**src/rtl/timer_cmp_core_if.sv**
```systemverilog
// Slot bus bundle for timer_cmp_core: select, strobes, word address, data and interrupt.
interface timer_cmp_core_if;
    logic        cs;
    logic        read;
    logic        write;
    logic [4:0]  addr;
    logic [31:0] wr_data;
    logic [31:0] rd_data;
    logic        irq;

    modport master (
        output cs, read, write, addr, wr_data,
        input  rd_data, irq
    );

    modport slave (
        input  cs, read, write, addr, wr_data,
        output rd_data, irq
    );
endinterface

```
**src/rtl/timer_cmp_core.sv**
```systemverilog
// MMIO timer with prescaler, compare/match flag, free/periodic/one-shot modes,
// overflow flag, level interrupt and a snapshot register for coherent upper-word reads.
module timer_cmp_core #(
    parameter int CNT_W = 48,
    parameter int PSC_W = 16
) (
    input  logic             clk,
    input  logic             reset,
    timer_cmp_core_if.slave  bus
);
    localparam int HI_W = CNT_W - 32;

    localparam logic [2:0] A_CNT_LO = 3'd0;
    localparam logic [2:0] A_CNT_HI = 3'd1;
    localparam logic [2:0] A_CTRL   = 3'd2;
    localparam logic [2:0] A_PSC    = 3'd3;
    localparam logic [2:0] A_CMP_LO = 3'd4;
    localparam logic [2:0] A_CMP_HI = 3'd5;
    localparam logic [2:0] A_STATUS = 3'd6;

    localparam logic [1:0] M_PERIODIC = 2'b01;
    localparam logic [1:0] M_ONESHOT  = 2'b10;

    logic [CNT_W-1:0] count_q, count_d;
    logic [CNT_W-1:0] cmp_q, cmp_d;
    logic [HI_W-1:0]  snap_q, snap_d;
    logic [PSC_W-1:0] psc_cnt_q, psc_cnt_d;
    logic [PSC_W-1:0] psc_reg_q, psc_reg_d;
    logic             go_q, go_d;
    logic [1:0]       mode_q, mode_d;
    logic             irq_en_q, irq_en_d;
    logic             match_ie_q, match_ie_d;
    logic             ovf_ie_q, ovf_ie_d;
    logic             match_flag_q, match_flag_d;
    logic             ovf_flag_q, ovf_flag_d;

    logic       wr, rd;
    logic [2:0] sel;
    logic       tick, match_set, ovf_set, clear;
    logic       unused_bits;

    assign wr  = bus.cs & bus.write;
    assign rd  = bus.cs & bus.read;
    assign sel = bus.addr[2:0];

    // Upper address bits are aliases by design; fold them into a sink.
    assign unused_bits = ^{bus.addr[4:3], bus.wr_data};

    // Next-state logic: prescaler, count update in priority order, then register writes.
    always_comb begin
        count_d      = count_q;
        cmp_d        = cmp_q;
        snap_d       = snap_q;
        psc_cnt_d    = psc_cnt_q;
        psc_reg_d    = psc_reg_q;
        go_d         = go_q;
        mode_d       = mode_q;
        irq_en_d     = irq_en_q;
        match_ie_d   = match_ie_q;
        ovf_ie_d     = ovf_ie_q;
        match_set    = 1'b0;
        ovf_set      = 1'b0;

        clear = wr && (sel == A_CTRL) && bus.wr_data[1];
        tick  = go_q && (psc_cnt_q == psc_reg_q);

        if (go_q) begin
            psc_cnt_d = tick ? '0 : psc_cnt_q + 1'b1;
        end

        if (tick) begin
            if (count_q == cmp_q) begin
                match_set = 1'b1;
                case (mode_q)
                    M_PERIODIC: count_d = '0;
                    M_ONESHOT:  go_d    = 1'b0;
                    default:    count_d = count_q + 1'b1;
                endcase
            end else if (&count_q) begin
                count_d = '0;
                ovf_set = 1'b1;
            end else begin
                count_d = count_q + 1'b1;
            end
        end

        // Clear overrides any tick in the same cycle and suppresses flag updates.
        if (clear) begin
            count_d   = '0;
            psc_cnt_d = '0;
            match_set = 1'b0;
            ovf_set   = 1'b0;
        end

        if (rd && (sel == A_CNT_LO)) begin
            snap_d = count_q[CNT_W-1:32];
        end

        if (wr) begin
            case (sel)
                A_CTRL: begin
                    go_d       = bus.wr_data[0];
                    mode_d     = bus.wr_data[3:2];
                    irq_en_d   = bus.wr_data[4];
                    match_ie_d = bus.wr_data[5];
                    ovf_ie_d   = bus.wr_data[6];
                end
                A_PSC: begin
                    psc_reg_d = bus.wr_data[PSC_W-1:0];
                    psc_cnt_d = '0;
                end
                A_CMP_LO: cmp_d[31:0]       = bus.wr_data;
                A_CMP_HI: cmp_d[CNT_W-1:32] = bus.wr_data[HI_W-1:0];
                default: ;
            endcase
        end

        // Hardware set wins over a same-cycle write-one-to-clear.
        match_flag_d = match_set |
                       (match_flag_q & ~(wr && (sel == A_STATUS) && bus.wr_data[0]));
        ovf_flag_d   = ovf_set |
                       (ovf_flag_q & ~(wr && (sel == A_STATUS) && bus.wr_data[1]));
    end

    // State registers with asynchronous reset; compare resets to all ones.
    always_ff @(posedge clk or posedge reset) begin
        if (reset) begin
            count_q      <= '0;
            cmp_q        <= '1;
            snap_q       <= '0;
            psc_cnt_q    <= '0;
            psc_reg_q    <= '0;
            go_q         <= 1'b0;
            mode_q       <= 2'b00;
            irq_en_q     <= 1'b0;
            match_ie_q   <= 1'b0;
            ovf_ie_q     <= 1'b0;
            match_flag_q <= 1'b0;
            ovf_flag_q   <= 1'b0;
        end else begin
            count_q      <= count_d;
            cmp_q        <= cmp_d;
            snap_q       <= snap_d;
            psc_cnt_q    <= psc_cnt_d;
            psc_reg_q    <= psc_reg_d;
            go_q         <= go_d;
            mode_q       <= mode_d;
            irq_en_q     <= irq_en_d;
            match_ie_q   <= match_ie_d;
            ovf_ie_q     <= ovf_ie_d;
            match_flag_q <= match_flag_d;
            ovf_flag_q   <= ovf_flag_d;
        end
    end

    // Read mux, combinational from the address; narrow fields are zero-extended.
    always_comb begin
        logic [31:0] snap_ext, cmp_hi_ext, psc_ext;
        snap_ext   = '0;
        cmp_hi_ext = '0;
        psc_ext    = '0;
        snap_ext[HI_W-1:0]   = snap_q;
        cmp_hi_ext[HI_W-1:0] = cmp_q[CNT_W-1:32];
        psc_ext[PSC_W-1:0]   = psc_reg_q;
        bus.rd_data = '0;
        case (sel)
            A_CNT_LO: bus.rd_data = count_q[31:0];
            A_CNT_HI: bus.rd_data = snap_ext;
            A_CTRL:   bus.rd_data = {25'd0, ovf_ie_q, match_ie_q, irq_en_q, mode_q, 1'b0, go_q};
            A_PSC:    bus.rd_data = psc_ext;
            A_CMP_LO: bus.rd_data = cmp_q[31:0];
            A_CMP_HI: bus.rd_data = cmp_hi_ext;
            A_STATUS: bus.rd_data = {30'd0, ovf_flag_q, match_flag_q};
            default:  bus.rd_data = '0;
        endcase
    end

    // Level interrupt straight from registered state, so reset drops it immediately.
    assign bus.irq = irq_en_q & ((match_flag_q & match_ie_q) | (ovf_flag_q & ovf_ie_q));

endmodule

```
**src/flat_wrapper.sv**
```systemverilog
// flat-port wrapper written by rule: the top's interface ports become plain ports
module timer_cmp_core_flat 
#(
    parameter int CNT_W = 48,
    parameter int PSC_W = 16
)
  (clk, reset, bus_cs, bus_read, bus_write, bus_addr, bus_wr_data, bus_rd_data, bus_irq);
  timer_cmp_core_if bus_i ();
  input  logic clk;
  input  logic reset;
  input wire logic [$bits(bus_i.cs)-1:0] bus_cs;
  input wire logic [$bits(bus_i.read)-1:0] bus_read;
  input wire logic [$bits(bus_i.write)-1:0] bus_write;
  input wire logic [$bits(bus_i.addr)-1:0] bus_addr;
  input wire logic [$bits(bus_i.wr_data)-1:0] bus_wr_data;
  output wire logic [$bits(bus_i.rd_data)-1:0] bus_rd_data;
  output wire logic [$bits(bus_i.irq)-1:0] bus_irq;
  assign bus_i.cs = bus_cs;
  assign bus_i.read = bus_read;
  assign bus_i.write = bus_write;
  assign bus_i.addr = bus_addr;
  assign bus_i.wr_data = bus_wr_data;
  assign bus_rd_data = bus_i.rd_data;
  assign bus_irq = bus_i.irq;
  timer_cmp_core #(.CNT_W(CNT_W), .PSC_W(PSC_W)) u_core (.clk(clk), .reset(reset), .bus(bus_i));
endmodule
```
**config.mk**
```make
export PLATFORM = sky130hd
export DESIGN_NAME = timer_cmp_core_flat
export DESIGN_NICKNAME = d
export VERILOG_FILES = /design/src/rtl/timer_cmp_core_if.sv /design/src/rtl/timer_cmp_core.sv /design/src/flat_wrapper.sv
export SDC_FILE = /design/constraint.sdc
export NUM_CORES = 1
export LEC_CHECK = 0
export ABC_AREA = 1
export BUFFER_PORTS_ARGS = -buffer_cell sky130_fd_sc_hd__buf_2
export CORE_ASPECT_RATIO = 2
export CORE_MARGIN = 2
export CORE_UTILIZATION = 35
export DETAILED_ROUTE_END_ITERATION = 6
export GPL_TIMING_DRIVEN = 0
export SLEW_MARGIN = 5
export SYNTH_ARGS = -nofsm -noshare
export SYNTH_HDL_FRONTEND = slang
export SYNTH_SLANG_ARGS = --single-unit
```
**constraint.sdc**
```tcl
create_clock -name clk -period 6.7 [get_ports clk]
set_clock_uncertainty 0.1 [all_clocks]
set_input_delay 0.335 -clock clk [delete_from_list [all_inputs] [get_ports clk]]
set_output_delay 0.335 -clock clk [all_outputs]
set_load 0.05 [all_outputs]
```
Word level (Yosys, flattened, before mapping)

Cells that the tools add are included.

Flip-flop bits (word level): 152
Output and inout bits: 33

Add/subtract/negate cells: 2
Equality and inequality tests: 11
Mux-type cells: 23
Bitwise gates (word level): 12
Reduce and logical (&&, ||, !) cells: 15

Operator list:

| operator                | number |
|---|---|
| $pmux W32 S7            | 1 |
| $mux W48                | 4 |
| $pmux W48 S2            | 1 |
| $mux W16                | 5 |
| $add A48 B1 Y48 const B | 1 |
| $eq A48 B48 Y1          | 1 |
| $reduce_and A48 Y1      | 1 |
| $add A16 B1 Y16 const B | 1 |
| $eq A16 B16 Y1          | 1 |
| $mux W1                 | 12 |
| $reduce_and A2 Y1       | 5 |
| $eq A3 B3 Y1 const B    | 3 |
| $and A1 B1 Y1           | 7 |
| $logic_and A1 B1 Y1     | 7 |
| $eq A3 B2 Y1 const B    | 2 |
| $eq A3 B1 Y1 const B    | 1 |
| $logic_not A3 Y1        | 1 |
| $ne A3 B2 Y1 const B    | 1 |
| $or A1 B1 Y1            | 3 |
| $eq A2 B1 Y1 const B    | 1 |
| $eq A2 B2 Y1 const B    | 1 |
| $not A1 Y1              | 2 |
| $reduce_bool A2 Y1      | 1 |

Logic depth before layout (Yosys ltp)

Gate-level depths: netlist of run 1.

Depth in word-level cells: 7
Gate-level depth with buffers: 16

Least setup slack after synthesis of run 1

No wires, ideal clock.

Path kind: input to output
From: in bus_addr[1]
To: out bus_rd_data[7]
Arrival: 2.026 ns
Required time: 6.265 ns
Slack: 4.239 ns
Cell stages on the path: 5
Cell sequence: nor2_1 -> nand2_1 -> clkbuf_1 -> clkbuf_1 -> o21ai_0

Cells in the longest elaborated chain, start to end: 2
Elaborated cells between the ends (all ways): 8

Ends and longest elaborated chain:

| item                                 | RTL line              | text |
|---|---|---|
| start, declared                      | flat_wrapper.sv:14    | `input wire logic [$bits(bus_i.addr)-1:0] bus_addr;` |
| $eq A3 B3 Y1 (tied with other cells) | timer_cmp_core.sv:166 | `case (sel)` |
| $pmux W32 S7 *                       | timer_cmp_core.sv:166 |  |
| end, declared                        | flat_wrapper.sv:16    | `output wire logic [$bits(bus_i.rd_data)-1:0] bus_rd_data;` |

Every way passes the cells marked *; elsewhere a longest branch is shown, timed or not.

Worst setup path after layout of run 1

From: reg u_core.count_q[1]
To: reg u_core.count_q[15]

Cells in the longest elaborated chain, start to end: 5
Elaborated cells between the ends (all ways): 10

Ends and longest elaborated chain:

| item                                                  | RTL line                                                         | text |
|---|---|---|
| start, declared                                       | timer_cmp_core.sv:24                                             | `logic [CNT_W-1:0] count_q, count_d;` |
| start signal, assigned                                | timer_cmp_core.sv:141                                            | `count_q <= count_d;` |
| $add A48 B1 Y48 or $reduce_and A48 Y1 (tied branches) | timer_cmp_core.sv:77, timer_cmp_core.sv:83, timer_cmp_core.sv:79 |  |
| $pmux W48 S2 or $mux W48 (tied branches)              | timer_cmp_core.sv:74, timer_cmp_core.sv:79                       |  |
| $mux W48                                              | timer_cmp_core.sv:72                                             | `if (count_q == cmp_q) begin` |
| $mux W48                                              | timer_cmp_core.sv:71                                             | `if (tick) begin` |
| $mux W48                                              | timer_cmp_core.sv:88                                             | `if (clear) begin` |

Parallel ways exist; a longest one is shown, timed or not. The select of a mux whose other input is x is not followed.
A chain may end at the register's enable or synchronous reset.

==> results of run 1 <==
==> kinds of logic after synthesis <==
group	count (synthesis)	synth area share, %
buf+inv	277	10.2
fa+ha+maj	2	0.232
mux	1	0.104
xor+xnor	35	2.84
flops	152	35.8
compound gates	187	9.81
simple gates	1085	41.1
==> critical path, stage by stage, from the launching register on <==
cell and delay (ps):
dfrtp_1 570, ha_1 220, buf_4 170, nand2_1 90, nor2_2 280, nand2_1 270, nor2_2 350, nand3_2 290
buf_2 320, nand3_1 110, nand2_1 50, nand2_1 110, inv_1 40, nand3_1 70, nand2_1 60
==> cell type report <==
cell class	instances	area [sq um]
Fill cell	3464	18300
Buffer	64	297
Tap cell	372	465
Sequential cell	152	3860
Clock buffer	19	433
Clock inverter	13	171
Multi-Input combinational cell	1310	5830
Inverter	213	807
Timing Repair Buffer	79	448
==> power by group through the flow <==
stage	sequential (mW)	combinational, mW	clock, mW
floorplan	1.18	0.526	0
global placement	1.23	0.720	0
detailed placement	1.23	0.730	0
CTS	1.21	0.736	1.05
global route	1.23	0.825	1.08
finish	1.22	0.740	1.04
==> cells in the mapped netlist <==
cell	instances	area, sq um
nand3b_1	1	7.51
mux2_2	1	11.3
a21oi_1	41	205
buf_1	3	11.3
o211ai_1	4	30.0
nand2_1	665	2500
nand3_1	174	871
ha_1	2	25.0
a221oi_1	11	96.3
nor2_1	196	736
dfrtp_1	104	2600
o22ai_1	26	163
xor2_1	15	131
nand2_2	1	6.26
o21ai_1	1	5.00
a211oi_1	2	15.0
o2111ai_1	4	35.0
buf_2	15	75.1
inv_1	192	721
clkbuf_1	38	143
nor2_4	2	22.5
a22oi_1	1	7.51
nor2_2	2	12.5
nand4_1	26	163
buf_4	6	45.0
buf_6	2	22.5
o221ai_1	2	17.5
nor3_1	10	50.1
nor3_2	2	20.0
nor3b_1	5	37.5
o21ai_0	88	440
inv_2	21	78.8
xnor2_1	20	175
nand3_2	1	10.0
dfstp_2	48	1260
a31oi_1	7	43.8
==> routing by layer <==
metal  up-vias  wire length [um]
met4         0              2070
li1       5715                 -
met5         -                 0
met2       420             21900
met3        85              2410
met1      5568             18400
==> through the flow <==
step                      power [mW]  setup slack (ps)  instances  utilization, %  instance area (sq um)
after floorplan                 1.70              2250       1739               -                  10800
final                           2.99              3480       2222            40.2                  12300
after detailed placement        1.96              3630       2184            38.0                  11700
after global placement          1.95               101       2183            37.9                  11600
after global routing            3.13              3380       2222            40.2                  12300
after CTS                       3.00              3590       2222            40.2                  12300
==> what timing repair did <==
item / in CTS / in global routing
setup endpoints to repair: 0 / 0
hold buffers: 6 / 0
hold endpoints to repair: 56 / 0
==> sequential cells by signal, summed over array words and instances, names as in the netlist, 2 cells and up <==
| name | cells |
|---|---|
| u_core.cmp_q | 48 |
| u_core.psc_cnt_q | 16 |
| u_core.mode_q | 2 |
| u_core.count_q | 48 |
| u_core.psc_reg_q | 16 |
| u_core.snap_q | 16 |
==> worst paths after layout <==
check / from / end / slack (ps) / cells past startpoint
worst min-delay path: bus_wr_data[22] / u_core.cmp_q[22] / 10 / 3
worst min register to register: u_core.snap_q[10] / u_core.snap_q[10] / 390 / 2
worst max-delay path: u_core.count_q[1] / u_core.count_q[15] / 3480 / 14
max in group asynchronous: reset / u_core.cmp_q[25] / 5290 / 4
worst max register to register: u_core.count_q[1] / u_core.count_q[15] / 3480 / 14
min in group asynchronous: reset / u_core.psc_cnt_q[6] / 390 / 3
==> metrics.cfg, run 1 <==
[layout]
layout_common_cells = 665 x nand2_1, 196 x nor2_1, 191 x inv_1
syn_to_final_growth_pct = 14.1
nets = 1881
insertedDiodeCount = 0
drive_above_1_share_pct = 11.1
final_common_cell = nand2_1

[drt]
drtIter0Drc = 999
post_drt_via_cell_ratio = 5.31
drcViolationCount = 0
totalWireLength_um = 44800
vias = 11800
ant_nets = 0
avgRoutedWirePerCell_um = 20.2
dr.pass1.iters = 5

[die]
io_pins = 75
die_h_um = 252
coreArea_sq_um = 30600
start_util_pct = 35.2
die_width_um = 128
die-area_sq_um = 32300
placementRows = 91

[hold_path]
hold_class = input pin to flip-flop

[clock_network]
clock-sinks = 152
ctsResizeCount = 0
cts_tree = done
clk_path_buf_depth = 2
numCtsBuffers = 17
path_clk_slew_ps = 70
cts-root-buf = clkbuf_16
post_cts_buffers = 0
cts_max_level = 4
clkLatencyLatePin_ps = 470

[run]
max_cap_viol_count = 0

[pwr]
combPwrFrac_pct = 24.7
intPower_mw = 1.91
leakage_nw = 6.01
pwr-share-clk_pct = 34.6
pwr-share-seq_pct = 40.7
p_sw_mw = 1.08
power_density_nw_per_um2 = 243
p_sw_share_pct = 36.2
ir_drop_uv = 208

[worst_setup_path]
required_ps = 6940
start_kind = flip-flop
critPathCaptureType = flip-flop
critical_path_arrival_ps = 3450
crit_type = flip-flop to flip-flop
worst-path-max-fanout = 10

[global_route]
grtUsageMet3_pct = 3.85
grt_pass1_vias = 11000
grt_pass1_wl_um = 66600
use_met1_pct = 35.4
grt_max_degree = 78
globalRouteMet2Util_pct = 47.2
antenna_found_initial = 0
gr-total-overflow = 0
busiest_layer = met2
track_usage_pct = 28.0

[timing]
tightest_slew_ps = 1030
rsz0062_at_grt = false
maxSlewHeadroom_pct = 31.6
tns_ps = 0
period_needed_ps = 3220
hold_violations = 0
setup_viol = 0
post-route-period-util_pct = 48.0
hold_slack_ps = 11.5
slew_violations = 0
fmax_mhz = 311

[placement]
gp_congestion = 0.985
port_buffers = 72
hpwl_um = 36000

[synthesis]
syn_area_per_cell_sq_um = 6.21
syn-instance-count = 1739
yosys_warnings = 0
ys_ff_latch = 152
syn_area_sq_um = 10800
syn_nets = 1783
synth_seq_area_share_pct = 35.8
yosysUniqueCellTypes = 36

[outcome]
outcome = finished clean

Note: power is estimated with default switching activity, not from simulation.
==> run 2: changes to the inputs <==
- clock period: 6.7 -> 2.7 ns (I/O delays scaled with it)
==> metrics.cfg, run 2 (synthesized netlist as in run 1, its figures left out) <==
[drt]
drtIter0Drc = 1084
vias = 11900
totalWireLength_um = 45200
post_drt_via_cell_ratio = 5.27
drcViolationCount = 0
dr.pass1.iters = 7
ant_nets = 0
avgRoutedWirePerCell_um = 20.0

[pwr]
pwr-share-seq_pct = 39.0
p_sw_mw = 2.74
ir_drop_uv = 522
pwr-share-clk_pct = 36.2
intPower_mw = 4.98
leakage_nw = 6.25
combPwrFrac_pct = 24.7
power_density_nw_per_um2 = 603
p_sw_share_pct = 35.5

[clock_network]
numCtsBuffers = 17
cts_tree = done
cts_max_level = 4
path_clk_slew_ps = 70
clock-sinks = 152
cts-root-buf = clkbuf_16
clk_path_buf_depth = 2
clkLatencyLatePin_ps = 470

[global_route]
grt_pass1_wl_um = 68200
grt_max_degree = 38
gr-total-overflow = 0
grt_pass1_vias = 11400
antenna_found_initial = 0
track_usage_pct = 28.5

[layout]
drive_above_1_share_pct = 12.5
nets = 1916
final_cell_area_sq_um = 12800
fillers = 3347
syn_to_final_growth_pct = 18.8
layout_common_cells = 662 x nand2_1, 191 x inv_1, 191 x nor2_1
final_cells = 2257
insertedDiodeCount = 0
final_common_cell = nand2_1
top_regs = u_core.cmp_q x48, u_core.count_q x48

[timing]
hold_violations = 0
fmax_mhz = 371
period_needed_ps = 2700
setup_viol = 0
post-route-period-util_pct = 99.8
slew_violations = 0
tightest_slew_ps = 961
maxSlewHeadroom_pct = 35.9

[die]
start_util_pct = 35.2
die_width_um = 128
placementRows = 91
die_h_um = 252
coreArea_sq_um = 30600
die-area_sq_um = 32300
io_pins = 75

[worst_setup_path]
required_ps = 2470
start_kind = input pin
critical_path_arrival_ps = 2460
critPathCaptureType = output port
crit_type = input pin to output port
worst-path-max-fanout = 10

[placement]
gp_congestion = 0.997
hpwl_um = 36300
placed_cells = 2187
postPlaceCellArea_sq_um = 11700
port_buffers = 72

[run]
max_cap_viol_count = 0

[outcome]
outcome = finished clean

[hold_path]
hold_class = input pin to flip-flop

[run 2: cell count changes in the layout (fill, tap and decap cells not counted), sizes merged]
cell | previous run | this run
dlygate4sd3 | 6 | 35
buf | 99 | 107
clkbuf | 57 | 53
bufinv | 3 | 5
clkinvlp | 3 | 1
inv | 216 | 218
[run 2: path summary, 6_finish.rpt]
kind | startpoint | end | slack (ps) | cells past startpoint
max | bus_addr[2] | bus_rd_data[19] | 5 | 7
min | bus_addr[0] | u_core.match_flag_q | 50 | 5
max reg2reg | u_core.count_q[10] | u_core.count_q[45] | 100 | 10
min reg2reg | u_core.snap_q[4] | u_core.snap_q[4] | 400 | 2
max in group asynchronous | reset | u_core.cmp_q[18] | 1490 | 5
min in group asynchronous | reset | u_core.psc_cnt_q[2] | 140 | 3
[run 2: layout make-up]
cell class	instances	area (sq um)	share of cell area, %
multi-input combinational	1310	5900	46.0
sequential	152	3860	30.2
inverter	213	803	6.27
timing repair buffer	114	813	6.35
clock inverter	15	236	1.84
tap	372	465	3.63
buffer	64	313	2.44
clock buffer	17	425	3.32
[run 2: per-stage QoR]
| step | total power, mW | utilization [%] | worst slack [ps] | TNS, ps | hold WS [ps] |
|---|---|---|---|---|---|
| after floorplan | 4.23 | - | 543 | 0 | 150 |
| after global placement | 4.84 | 37.9 | -577 | -70180 | 258 |
| after detailed placement | 4.87 | 38.2 | -367 | -9670 | 76.1 |
| after CTS | 7.73 | 41.6 | 6.21 | 0 | 43.0 |
| after global routing | 8.10 | 41.8 | -19.7 | -19.7 | 122 |
| final | 7.73 | 41.8 | 4.91 | 0 | 47.6 |
[run 2: critical path: stages]
cell and delay, ps:
buf_2 160, inv_1 90, nand2_1 110, clkbuf_1 550, clkbuf_1 780, o21ai_0 320
buf_2 290
[run 2: power groups by stage]
stage / sequential [mW] / combinational, mW / clock [mW]
finish: 3.01 / 1.91 / 2.80
CTS: 3.02 / 1.88 / 2.83
global placement: 3.05 / 1.79 / 0
detailed placement: 3.05 / 1.82 / 0
global route: 3.05 / 2.14 / 2.91
floorplan: 2.92 / 1.31 / 0
[run 2: repair_timing]
action / CTS / global route
hold buffers: 35 / 0
setup buffers: 0 / 3
resized for setup: 12 / 26
pin swaps: 0 / 1
endpoints found under the setup margin: 47 / 47
endpoints found under the hold margin: 130 / 0
gates cloned: 0 / 0
[run 2: per-layer routing]
layer  track usage (%)  wire length, um  share of wire [%]
met1              35.5            18600                 41
met2              47.2            21900                 48
met3              4.74             2420                5.4
met4              14.7             2330                5.2
met5                 0                0                  0
==> run 3: changes to the inputs <==
- CTS_BUF_LIST: unset -> sky130_fd_sc_hd__clkbuf_4
- PLACE_DENSITY_LB_ADDON: unset -> 0.05
==> metrics.cfg, run 3 (synthesized netlist as in run 1, its figures left out) <==
[placement]
port_buffers = 72
hpwl_um = 39000
gp_congestion = 0.997
post-place-ws_ps = -375
postPlaceCellArea_sq_um = 11700

[run]
max_cap_viol_count = 0

[pwr]
p_sw_mw = 2.71
pwr-share-seq_pct = 46.3
p_sw_share_pct = 41.4
intPower_mw = 3.83
power.total_mw = 6.55
ir_drop_uv = 378
power_density_nw_per_um2 = 518
combPwrFrac_pct = 29.9
pwr-share-clk_pct = 23.8
leakage_nw = 6.14

[clock_network]
cts-root-buf = clkbuf_4
numCtsBuffers = 17
clock-sinks = 152
path_clk_slew_ps = 170
clkLatencyLatePin_ps = 670
cts_max_level = 4
clk_path_buf_depth = 2
cts_tree = done

[timing]
maxSlewHeadroom_pct = 37.3
slew_violations = 0
setup_viol = 0
fmax_mhz = 374
hold_violations = 0
period_needed_ps = 2670
tightest_slew_ps = 941
fin_ws_ps = 26.0
tns_ps = 0
post-route-period-util_pct = 99.0
rsz0062_at_grt = true

[worst_setup_path]
cp_top_family = simple AND/OR/NAND/NOR gates
path_depth = 14
required_ps = 3160
r2r_cells = 14
critical_path_arrival_ps = 3130
crit_buf_inv = 4
worst-path-max-fanout = 10
slowest_stage = dfrtp_2
path_common_cell = nand2_1
start_kind = flip-flop
crit_type = flip-flop to flip-flop
slowest_delay_ps = 510
crit_chain = inv_1, nand2_1, nand2_1, nand2_1, nor2_1, nand2_1, nor2_4, nand3_1, nand2_2, inv_2, buf_6, buf_6, nand3_1, nand2_1
critPathCaptureType = flip-flop

[die]
die-area_sq_um = 32300
die_width_um = 128
io_pins = 75
placementRows = 91
coreArea_sq_um = 30600
die_h_um = 252
start_util_pct = 35.2

[layout]
syn_to_final_growth_pct = 17.0
drive_above_1_share_pct = 13.4
nets = 1929
top_regs = u_core.cmp_q x48, u_core.count_q x48
post-route-util_pct = 41.2
final_common_cell = nand2_1
final_cell_area_sq_um = 12600
layout_common_cells = 662 x nand2_1, 191 x inv_1, 189 x nor2_1

[drt]
post_drt_via_cell_ratio = 5.29
totalWireLength_um = 48900
dr.pass1.iters = 5
ant_nets = 0
avgRoutedWirePerCell_um = 21.5
drtIter0Drc = 940
drcViolationCount = 0
vias = 12000

[global_route]
gr-total-overflow = 0
grt_pass1_vias = 11700
antenna_found_initial = 1
grt_pass1_wl_um = 72600
grt_max_degree = 37
track_usage_pct = 30.8

[hold_path]
hold_path_depth = 6
hold_class = input pin to flip-flop

[outcome]
outcome = finished clean

==> run 3: changes by cell type in the layout (fill, tap and decap cells not counted), sizes merged <==
cell         delta
inv             +1
dlygate4sd3    +12
clkinv          +3
clkbuf          +1
diode           +1
bufinv          -4
==> run 3: repair_timing <==
item	4_1_cts	5_1_grt
endpoints found under the setup margin	50	43
buffers inserted	1	4
gates resized for setup	18	43
pin swaps	1	1
hold buffers	47	0
endpoints found under the hold margin	140	0
==> run 3: power groups by stage <==
stage | logic (mW) | clock network [mW] | registers (mW)
after CTS | 1.92 | 1.61 | 3.03
after floorplan | 1.31 | 0 | 2.92
after global placement | 1.81 | 0 | 3.06
after global routing | 2.17 | 1.67 | 3.07
final | 1.96 | 1.56 | 3.03
after detailed placement | 1.85 | 0 | 3.06
==> run 3: worst paths after layout <==
path                                       endpoint  slack, ps          startpoint
max in group asynchronous          u_core.cmp_q[23]        930               reset
worst max-delay path              u_core.count_q[2]         30  u_core.count_q[45]
worst min register to register     u_core.snap_q[7]        410    u_core.snap_q[7]
worst min-delay path                u_core.ovf_ie_q         90         bus_addr[2]
min in group asynchronous       u_core.psc_cnt_q[2]        570               reset
worst max register to register    u_core.count_q[2]         30  u_core.count_q[45]
==> run 3: area by class of cell <==
type | instances | area [sq um]
Antenna cell | 1 | 2.50
Buffer | 63 | 318
Clock buffer | 17 | 128
Clock inverter | 15 | 164
Fill cell | 3384 | 18000
Inverter | 213 | 803
Multi-Input combinational cell | 1310 | 5920
Sequential cell | 152 | 3880
Tap cell | 372 | 465
Timing Repair Buffer | 128 | 948
==> run 3: worst register-to-register path, stage by stage, from the launching register on <==
cell	delay [ps]
dfrtp_2	510
inv_1	200
nand2_1	80
nand2_1	210
nand2_1	140
nor2_1	110
nand2_1	100
nor2_4	270
nand3_1	140
nand2_2	180
inv_2	90
buf_6	150
buf_6	150
nand3_1	100
nand2_1	60
==> run 3: per-stage QoR <==
step                cells  hold WS, ps
CTS                  2266         33.5
finish               2271         86.3
floorplan            1739          150
global placement     2183          259
detailed placement   2187          175
global route         2271          120
==> run 3: per-layer routing <==
metal | track usage, % | share of wire (%)
met1 | 38.1 | 40
met2 | 53.1 | 50
met3 | 3.60 | 4.7
met4 | 14.4 | 5.1
met5 | 0 | 0
